File: config.mk
export PLATFORM = sky130hd
export DESIGN_NAME = lc3_mem_arbiter
export DESIGN_NICKNAME = d
export VERILOG_FILES = /design/src/rtl/lc3_mem_arbiter.sv
export SDC_FILE = /design/constraint.sdc
export NUM_CORES = 1
export LEC_CHECK = 0
export BUFFER_PORTS_ARGS = -buffer_cell sky130_fd_sc_hd__buf_2
export CAP_MARGIN = 20
export CORE_ASPECT_RATIO = 0.7
export CORE_UTILIZATION = 52
export CTS_CLUSTER_SIZE = 16
export DETAILED_ROUTE_END_ITERATION = 8
export GPL_TIMING_DRIVEN = 0
export PLACE_DENSITY = 0.88
export SYNTH_ARGS = -nofsm -noshare
export SYNTH_HDL_FRONTEND = slang
export SYNTH_SLANG_ARGS = --single-unit
File: constraint.sdc
create_clock -name clk -period 4.31 [get_ports clk]
set_input_delay 0.431 -clock clk [delete_from_list [all_inputs] [get_ports clk]]
set_output_delay 0.431 -clock clk [all_outputs]
set_load 0.1 [all_outputs]
File: src/rtl/lc3_mem_arbiter.sv
// Shares the single LC-3 memory port between the CPU and one DMA requester.
// Fixed CPU priority, DMA starvation override, registered grant/response and per-access timeout.
module lc3_mem_arbiter #(
    parameter int unsigned DMA_MAX_LOSS = 2,
    parameter int unsigned TIMEOUT      = 255
) (
    input  logic        clk,
    input  logic        rst,
    input  logic        cpu_en,
    input  logic        cpu_we,
    input  logic [15:0] cpu_addr,
    input  logic [15:0] cpu_wdata,
    output logic [15:0] cpu_rdata,
    output logic        cpu_rdy,
    input  logic        dma_req,
    input  logic        dma_we,
    input  logic [15:0] dma_addr,
    input  logic [15:0] dma_wdata,
    output logic [15:0] dma_rdata,
    output logic        dma_ack,
    output logic        mem_en,
    output logic        mem_we,
    output logic [15:0] mem_addr,
    output logic [15:0] mem_din,
    input  logic [15:0] mem_dout,
    input  logic        mem_rdy,
    output logic        mem_err,
    output logic [1:0]  owner
);

    typedef enum logic [1:0] {IDLE, CPU_ACC, DMA_ACC, DONE} arbStateT;

    localparam logic [7:0] LOSS_LIMIT = 8'(DMA_MAX_LOSS);
    localparam logic [7:0] TO_LIMIT   = 8'(TIMEOUT);

    arbStateT    stateReg, stateNext;
    logic [7:0]  lossCntReg, lossCntNext;
    logic [7:0]  toCntReg, toCntNext;
    logic        memEnReg, memEnNext;
    logic        memWeReg, memWeNext;
    logic [15:0] memAddrReg, memAddrNext;
    logic [15:0] memDinReg, memDinNext;
    logic [15:0] cpuRdataReg, cpuRdataNext;
    logic        cpuRdyReg, cpuRdyNext;
    logic [15:0] dmaRdataReg, dmaRdataNext;
    logic        dmaAckReg, dmaAckNext;
    logic        memErrReg, memErrNext;
    logic [1:0]  ownerReg, ownerNext;

    logic        grantDma;
    logic [7:0]  toInc;
    logic [15:0] respData;

    always_ff @(posedge clk or negedge rst) begin
        if (!rst) begin
            stateReg    <= IDLE;
            lossCntReg  <= 8'd0;
            toCntReg    <= 8'd0;
            memEnReg    <= 1'b0;
            memWeReg    <= 1'b0;
            memAddrReg  <= 16'h0000;
            memDinReg   <= 16'h0000;
            cpuRdataReg <= 16'h0000;
            cpuRdyReg   <= 1'b0;
            dmaRdataReg <= 16'h0000;
            dmaAckReg   <= 1'b0;
            memErrReg   <= 1'b0;
            ownerReg    <= 2'b00;
        end else begin
            stateReg    <= stateNext;
            lossCntReg  <= lossCntNext;
            toCntReg    <= toCntNext;
            memEnReg    <= memEnNext;
            memWeReg    <= memWeNext;
            memAddrReg  <= memAddrNext;
            memDinReg   <= memDinNext;
            cpuRdataReg <= cpuRdataNext;
            cpuRdyReg   <= cpuRdyNext;
            dmaRdataReg <= dmaRdataNext;
            dmaAckReg   <= dmaAckNext;
            memErrReg   <= memErrNext;
            ownerReg    <= ownerNext;
        end
    end

    always_comb begin
        stateNext    = stateReg;
        lossCntNext  = lossCntReg;
        toCntNext    = toCntReg;
        memEnNext    = memEnReg;
        memWeNext    = memWeReg;
        memAddrNext  = memAddrReg;
        memDinNext   = memDinReg;
        ownerNext    = ownerReg;
        // Response signals are single-cycle: they fall back to zero unless set below.
        cpuRdataNext = 16'h0000;
        cpuRdyNext   = 1'b0;
        dmaRdataNext = 16'h0000;
        dmaAckNext   = 1'b0;
        memErrNext   = 1'b0;

        grantDma = dma_req && (!cpu_en || (lossCntReg >= LOSS_LIMIT));
        toInc    = toCntReg + 8'd1;
        respData = (mem_rdy && !memWeReg) ? mem_dout : 16'h0000;

        case (stateReg)
            IDLE: begin
                if (cpu_en || dma_req) begin
                    toCntNext = 8'd0;
                    memEnNext = 1'b1;
                    if (grantDma) begin
                        stateNext   = DMA_ACC;
                        ownerNext   = 2'b10;
                        memWeNext   = dma_we;
                        memAddrNext = dma_addr;
                        memDinNext  = dma_wdata;
                        lossCntNext = 8'd0;
                    end else begin
                        stateNext   = CPU_ACC;
                        ownerNext   = 2'b01;
                        memWeNext   = cpu_we;
                        memAddrNext = cpu_addr;
                        memDinNext  = cpu_wdata;
                        if (dma_req && (lossCntReg != 8'hFF)) begin
                            lossCntNext = lossCntReg + 8'd1;
                        end
                    end
                end
            end
            CPU_ACC, DMA_ACC: begin
                // mem_rdy takes precedence over a timeout landing on the same cycle.
                if (mem_rdy || (toInc == TO_LIMIT)) begin
                    stateNext   = DONE;
                    memEnNext   = 1'b0;
                    memWeNext   = 1'b0;
                    memAddrNext = 16'h0000;
                    memDinNext  = 16'h0000;
                    ownerNext   = 2'b00;
                    memErrNext  = !mem_rdy;
                    if (stateReg == CPU_ACC) begin
                        cpuRdyNext   = 1'b1;
                        cpuRdataNext = respData;
                    end else begin
                        dmaAckNext   = 1'b1;
                        dmaRdataNext = respData;
                    end
                end else begin
                    toCntNext = toInc;
                end
            end
            DONE: begin
                stateNext = IDLE;
            end
            default: begin
                stateNext = IDLE;
            end
        endcase
    end

    assign mem_en    = memEnReg;
    assign mem_we    = memWeReg;
    assign mem_addr  = memAddrReg;
    assign mem_din   = memDinReg;
    assign cpu_rdata = cpuRdataReg;
    assign cpu_rdy   = cpuRdyReg;
    assign dma_rdata = dmaRdataReg;
    assign dma_ack   = dmaAckReg;
    assign mem_err   = memErrReg;
    assign owner     = ownerReg;

endmodule

**Word-level counts from Yosys, hierarchy flattened**

Cells that the tools add are included.

- Add/subtract/negate cells: 2
- $lt $le $gt $ge: 1
- Equality and inequality tests: 8
- Muxes and demuxes: 39
- Reduce and logical (&&, ||, !) cells: 17

Operators by type and width:

| kind | count |
|---|---|
| 16-bit 2-to-1 mux | 12 |
| 16-bit one-hot mux with 2 select lines | 2 |
| 8-bit 2-to-1 mux | 4 |
| 8-bit by 1-bit adder with 8-bit output, second input constant | 2 |
| 8-bit one-hot mux with 2 select lines | 1 |
| 1-bit 2-to-1 mux | 12 |
| 3-bit AND reduction | 3 |
| 8-bit equality test, second input constant | 1 |
| 8-bit by 2-bit >= comparator with 1-bit output, second input constant | 1 |
| 2-bit 2-to-1 mux | 4 |
| 8-bit != test, second input constant | 1 |
| 2-bit != test, second input constant | 3 |
| 2-bit one-hot mux with 3 select lines | 1 |
| 2-bit equality test, second input constant | 2 |
| 1-bit one-hot mux with 2 select lines | 2 |
| 2-bit one-hot mux with 2 select lines | 1 |
| 2-bit nonzero test | 2 |
| 1-bit logical AND | 3 |
| 1-bit zero test | 3 |
| 1-bit logical OR | 3 |
| 2-bit by 1-bit equality test with 1-bit output, second input constant | 1 |
| 2-bit zero test | 1 |
| 2-bit AND reduction | 1 |
| 2-bit OR reduction | 1 |

- Register bits after elaboration: 89
- Output and inout port bits: 71

**Logic depth before layout (Yosys ltp)**

Gate-level depths: netlist of the first run.

- Depth in word-level cells: 6
- Gate-level depth with buffers: 9
- Gate-level depth less buffers: 8

**Worst setup path after synthesis of the first run**

OpenSTA, ideal clock, no wires.

- Path kind: register -> register
- From: register toCntReg[0]
- To: register toCntReg[5]
- Arrival time: 1842 ps
- Required time: 4184 ps
- Path slack: 2342 ps
- Cell stages (with the launch flop): 8
- Path buffers: 1
- Clock period less this slack: 1968 ps
- Cells stage by stage: dfrtp_1 ha_1 or3_1 o21ai_1 and3_4 buf_8 nor2_4 a221o_1

- Longest elaborated chain between the ends: 5

Ends and longest elaborated chain:

| element | RTL line | RTL |
|---|---|---|
| from (decl) | 38 | `logic [7:0] toCntReg, toCntNext;` |
| from (signal assigned) | 72 | `toCntReg <= toCntNext;` |
| 8-bit by 1-bit adder with 8-bit output * | 103 | `toInc = toCntReg + 8'd1;` |
| 8-bit equality test | 132 | `if (mem_rdy \|\| (toInc == TO_LIMIT)) begin` |
| 1-bit logical OR | 132 |  |
| 2-bit != test (no line) | n/a |  |
| 3-bit AND reduction (no line) | n/a |  |

Every way passes the cells marked *; elsewhere a longest branch is shown, timed or not. The select of a mux whose other input is x is not followed.
A chain may end at the register's enable or synchronous reset.

**Worst setup path in the final report of the first run**

- From: register lossCntReg[0]
- To: register memWeReg (netlist: mem_we)

- Longest elaborated chain between the ends: 6

Ends and longest elaborated chain:

| element | RTL line | RTL |
|---|---|---|
| from (decl) | 37 | `logic [7:0] lossCntReg, lossCntNext;` |
| from (signal assigned) | 71 | `lossCntReg <= lossCntNext;` |
| 8-bit by 2-bit >= comparator with 1-bit output | 102 | `grantDma = dma_req && (!cpu_en \|\| (lossCntReg >= LOSS_LIMIT));` |
| 1-bit logical OR | 102 |  |
| 1-bit logical AND | 102 |  |
| 1-bit 2-to-1 mux | 111 | `if (grantDma) begin` |
| 1-bit 2-to-1 mux | 108 | `if (cpu_en \|\| dma_req) begin` |
| 1-bit one-hot mux with 2 select lines | 106 | `case (stateReg)` |
| to (signal assigned) | 74 | `memWeReg <= memWeNext;` |
| to (decl) | 40 | `logic memWeReg, memWeNext;` |

Every way passes these cells. The select of a mux whose other input is x is not followed.

==> reports/metrics.yaml, run 1 <==
post-route-period-util_pct: 55.2
r2r_setup_slack_ns: 1.93
cts_made_buffers: 9
clkLatencyLatePin_ns: 0.34
end_kind: "flip-flop"
synth_top_cells_by_area: "dfrtp_1 58%, mux2i_1 8.6%, o2bb2ai_1 8.0%, and2_1 5.7%, ha_1 1.9%"
ys_async_sr_fraction_pct: 100
synth_fp_nets: 405
drive_gt1_share_pct: 39.0
cp_max_fo: 10
crit_type: "flip-flop to flip-flop"
finalCriticalPeriod_ns: 2.38
firstDrtPassIters: 4
cts_tree: "yes"
worst_pin_slew_ns: 0.606
post_cts_buffers: 0
hpwl_um: 6830
grt.overflow.total: 0
relSlewSlack_pct: 59.4
cp.arrival_ns: 2.60
portBuffers: 156
start_util_pct: 55.5
vias: 3118
num-nets-final: 575
finalHoldViolations: 0
slew_violations: 0
path_clk_slew_ns: 0.09
syn_inst: 312
ys_seq_area_share_pct: 57.8
grt_usage_pct: 23.8
cts-hold-fix-buffers: 0
cts_resized: 0
wirelength_um: 9070
hold_path_class: "primary input to async pin"
clock_path_buffers: 2
max_cap_violations: 0
wl_per_cell_um: 15.6
yosys_warnings: 0
yosys.area.top_type: "dfrtp_1"
grt_pass1_wl_um: 14100
ys.flop_type: "dfrtp_1"
rsz0062_at_grt: "no"
core_region_area_mm2: 0.00694
grt_max_degree: 57
yosys_register_bits: 89
fin_worst_skew_ns: 0.00574
num_rows: 25
globalplace.congestion: 0.862
worstPathRequired_ns: 4.53
max_freq_mhz: 420
die_y_um: 74.0
grt_pass1_vias: 3008
htree_num_levels: 3
num_io_pins: 158
viasPerCell: 5.37
synth.distinct_cells: 43
synth_top_area_share_pct: 57.8
cts_root_buf: "clkbuf_8"
n_antenna_cell: 0
drc_errors: 0
syn_area_per_cell_um2: 12.3
syn_to_final_growth_pct: 30.5
synth-edff-count: 0
outcome: "finished clean"
postRouteAntennaNets: 0
antenna_found_initial: 0
netlist_area_mm2: 0.00385
cts_sinks: 89
final-setup-viol-count: 0
final.setup.tns_ns: 0
cp-start-kind: "flip-flop"
r2r_cells: 8
drt_iter0_drc: 153
dieArea_mm2: 0.00776
die_w_um: 105
## logic make-up (layout without fill, tap and decap cells)
kind of cell	Yosys count	after routing	synth area share, %
XOR/XNOR	1	1	0.227
buffers and inverters	23	198	2.92
AO/OA/AOI/OAI	69	69	14.2
AND/OR/NAND/NOR	88	88	13.4
flip-flops	89	89	57.8
multiplexers	36	36	9.45
adder cells (fa/ha/maj)	6	6	1.95
## layout by cell type (no fill, tap or decap), types with 3 or more instances in the layout
master	Yosys	routed
a31oi_1	4	4
mux2i_1	33	33
ha_1	6	6
nand2_1	12	12
buf_2	3	158
dfrtp_1	89	89
nor2_1	8	8
o21ai_0	4	4
nor4b_1	3	3
a21oi_1	6	6
a22o_1	3	3
buf_4	3	4
inv_1	8	8
a221o_1	5	5
nor3_1	6	6
o21a_1	3	3
and2_1	35	35
clkbuf_8	0	11
clkbuf_1	8	8
and3_1	4	4
mux2_2	3	3
o2bb2ai_1	35	35
nand3_1	3	3
## metrics by stage
stage | setup slack (ns) | area, um2 | cells | hold slack, ns | util (%)
floorplan | 2.34 | 3850 | 312 | 0.135 | -
global placement | 1.89 | 4750 | 562 | 0.468 | 68.4
finish | 1.93 | 5030 | 581 | 0.0276 | 72.4
CTS | 1.84 | 5020 | 579 | 0.0308 | 72.3
detailed placement | 1.85 | 4780 | 563 | 0.411 | 68.8
global route | 1.77 | 5030 | 581 | 0.0408 | 72.4
## registers in the layout (all words and copies together), names as in the netlist
signal,flops
cpu_rdata,16
dma_rdata,16
mem_addr,16
mem_din,16
lossCntReg,8
toCntReg,8
owner,2
stateReg,2
cpu_rdy,1
dma_ack,1
mem_en,1
mem_err,1
mem_we,1
## cell usage after synthesis (all sizes together), types with 2 or more instances
library cell / instances
nor2: 9
o21ai: 8
inv: 8
clkbuf: 8
or3: 2
and3: 5
a21oi: 7
a221o: 5
buf: 7
nand2: 12
nand4b: 2
nand3: 3
and2: 36
dfrtp: 89
o21a: 3
nor4: 2
a31oi: 4
ha: 6
nand2b: 2
mux2: 3
nor3: 6
nor2b: 2
o2bb2ai: 35
mux2i: 33
nor4b: 3
a22o: 3
## final timing paths
check / from / to
worst max-delay path: lossCntReg[0] / mem_we
max in group asynchronous: rst / mem_addr[4]
min in group clk: mem_dout[6] / dma_rdata[6]
worst min-delay path: rst / cpu_rdy
worst min register to register: mem_din[6] / mem_din[6]
worst max register to register: lossCntReg[0] / mem_we
## area by class of cell
| type | instances | area [um2] |
|---|---|---|
| Inverter | 8 | 30.0 |
| Sequential cell | 89 | 2230 |
| Tap cell | 94 | 118 |
| Multi-Input combinational cell | 200 | 1510 |
| Clock buffer | 11 | 151 |
| Clock inverter | 5 | 86.3 |
| Timing Repair Buffer | 159 | 821 |
| Buffer | 15 | 82.6 |
| Fill cell | 523 | 1920 |
## routing by layer
layer | wire length [um] | GRT usage [%] | vias up
met2 | 4360 | 38.8 | 138
met3 | 871 | 10.2 | 10
met1 | 3740 | 29.0 | 1499
met4 | 97 | 8.92 | 0
met5 | 0 | 0 | -
li1 | - | - | 1471
## worst max-delay path, cell delays in order (launching register included)
cell and delay, ns:
dfrtp_1 0.42, inv_1 0.06, ha_1 0.19, nor3_1 0.17, nand4b_1 0.21, nand2_1 0.39
buf_2 0.39, mux2i_1 0.31, o2bb2ai_1 0.10
Power of run 1 is not shown: default switching activity piles up to over one toggle a cycle in this logic, so the estimate is an artifact.
==> run 2, diff against run 1 <==
--- a/config.mk
+++ b/config.mk
@@ -8,11 +8,11 @@
 export BUFFER_PORTS_ARGS = -buffer_cell sky130_fd_sc_hd__buf_2
 export CAP_MARGIN = 20
 export CORE_ASPECT_RATIO = 0.7
-export CORE_UTILIZATION = 52
+export CORE_UTILIZATION = 43
 export CTS_CLUSTER_SIZE = 16
 export DETAILED_ROUTE_END_ITERATION = 8
 export GPL_TIMING_DRIVEN = 0
-export PLACE_DENSITY = 0.88
+export PLACE_DENSITY = 0.78
 export SYNTH_ARGS = -nofsm -noshare
 export SYNTH_HDL_FRONTEND = slang
 export SYNTH_SLANG_ARGS = --single-unit
==> constraint.sdc (replaced) <==
create_clock -name clk -period 2.08 [get_ports clk]
set_input_delay 0.208 -clock clk [delete_from_list [all_inputs] [get_ports clk]]
set_output_delay 0.208 -clock clk [all_outputs]
set_load 0.1 [all_outputs]
==> reports/metrics.yaml, run 2 (synthesis gave the netlist of run 1 again) <==
outcome: "finished clean"
cts_made_buffers: 9
layout_common_cells: "156 x buf_2, 84 x dfrtp_1, 35 x and2_1, 35 x o2bb2ai_1, 31 x mux2i_1"
hold_slack_ns: 0.0825
num-nets-final: 584
clock_path_buffers: 2
fin_util_pct: 62.9
portBuffers: 156
final-setup-viol-count: 0
hold_path_class: "primary input to flip-flop"
rsz0062_at_grt: "yes"
cts_tree: "yes"
dieArea_mm2: 0.00935
cts_root_buf: "clkbuf_16"
wl_per_cell_um: 15.9
num_io_pins: 158
cts_sinks: 89
syn_to_final_growth_pct: 40.2
grt_usage_pct: 21.3
end_kind: "flip-flop"
grt_pass1_wl_um: 14900
firstDrtPassIters: 4
n_antenna_cell: 0
final_common_cell: "buf_2"
relSlewSlack_pct: 66.7
clkLatencyLatePin_ns: 0.34
max_cap_violations: 0
layout.cells.non_filler: 616
fill_cells: 701
die_y_um: 81.2
globalplace.congestion: 0.822
postRouteAntennaNets: 0
cp.arrival_ns: 2.26
fin_worst_skew_ns: 0.00790
path_clk_slew_ns: 0.07
slew_violations: 0
post-route-period-util_pct: 98.7
hpwl_um: 6900
antenna_found_initial: 0
placed_cells: 589
wirelength_um: 9790
worstPathRequired_ns: 2.29
drc_errors: 0
seqCellArea_mm2: 0.00223
grt.overflow.total: 0
grt_max_degree: 56
r2r_start: "toCntReg[1]"
drive_gt1_share_pct: 45.4
grt_pass1_vias: 3151
die_w_um: 115
core_region_area_mm2: 0.00858
worst_pin_slew_ns: 0.503
start_util_pct: 44.9
hold_path_startpoint: "mem_dout[7]"
vias: 3112
finalHoldViolations: 0
num_rows: 28
drt_iter0_drc: 110
cp_max_fo: 8
crit_type: "flip-flop to flip-flop"
viasPerCell: 5.05
max_freq_mhz: 487
multi_input_area_mm2: 0.00163
crit_start: "toCntReg[1]"
htree_num_levels: 3
cp-start-kind: "flip-flop"
finalCriticalPeriod_ns: 2.05
## run 2: cell types whose count changed in the layout (fill, tap and decap cells not counted), moves of 3 or more
cell       delta
clkbuf_8     -11
clkbuf_16     +9
buf_4         +6
clkbuf_1      -6
dfrtp_1       -5
dfrtp_2       +5
buf_6         +4
nand2_1       -4
clkbuf_2      +3
nand2_2       +3
## run 2: final cells by class
| type | count | share of cell area, % |
|---|---|---|
| flip-flops and latches | 89 | 41.3 |
| multi-input cells | 200 | 30.1 |
| repair buffers | 168 | 16.8 |
| clock buffers | 9 | 4.17 |
| well taps | 120 | 2.78 |
| plain buffers | 15 | 2.36 |
| clock inverters | 7 | 1.88 |
| inverters | 8 | 0.556 |
## run 2: worst paths after layout
check | cells past startpoint | slack [ns] | endpoint
min | 2 | 0.08 | cpu_rdata[7]
min in group asynchronous | 2 | 0.37 | dma_rdata[10]
max in group asynchronous | 3 | 1.07 | toCntReg[1]
max reg2reg | 7 | 0.03 | toCntReg[5]
min reg2reg | 1 | 0.49 | mem_din[8]
max | 7 | 0.03 | toCntReg[5]
## run 2: layer usage
layer	up-vias	share of wire (%)	track usage, %
met4	0	0.77	7.27
met2	110	49	35.0
met3	6	7.8	8.43
met5	-	0	0
li1	1489	-	-
met1	1507	43	25.6
## run 2: timing repair
action,4_1_cts,5_1_grt
setup buffers,3,7
resized for setup,16,35
endpoints found under the setup margin,68,60
endpoints found under the hold margin,34,0
pin swaps,0,7
hold buffers,1,0
## run 2: metrics by stage
| stage | worst slack (ns) | instance area [um2] | setup TNS, ns |
|---|---|---|---|
| floorplan | 0.112 | 3850 | 0 |
| finish | 0.0268 | 5400 | 0 |
| CTS | -0.0673 | 5220 | -0.994 |
| global route | -0.0600 | 5400 | -0.451 |
| global placement | -0.325 | 4780 | -10.28 |
| detailed placement | -0.353 | 4810 | -12.28 |
## run 2: critical path, cell delays in order, from the launching register on
cell	delay, ns
dfrtp_2	0.46
ha_4	0.20
or3_1	0.37
o21ai_2	0.09
and3_4	0.24
buf_8	0.14
nor2_4	0.07
a221o_1	0.36
Power of run 2 is left out for the same reason.
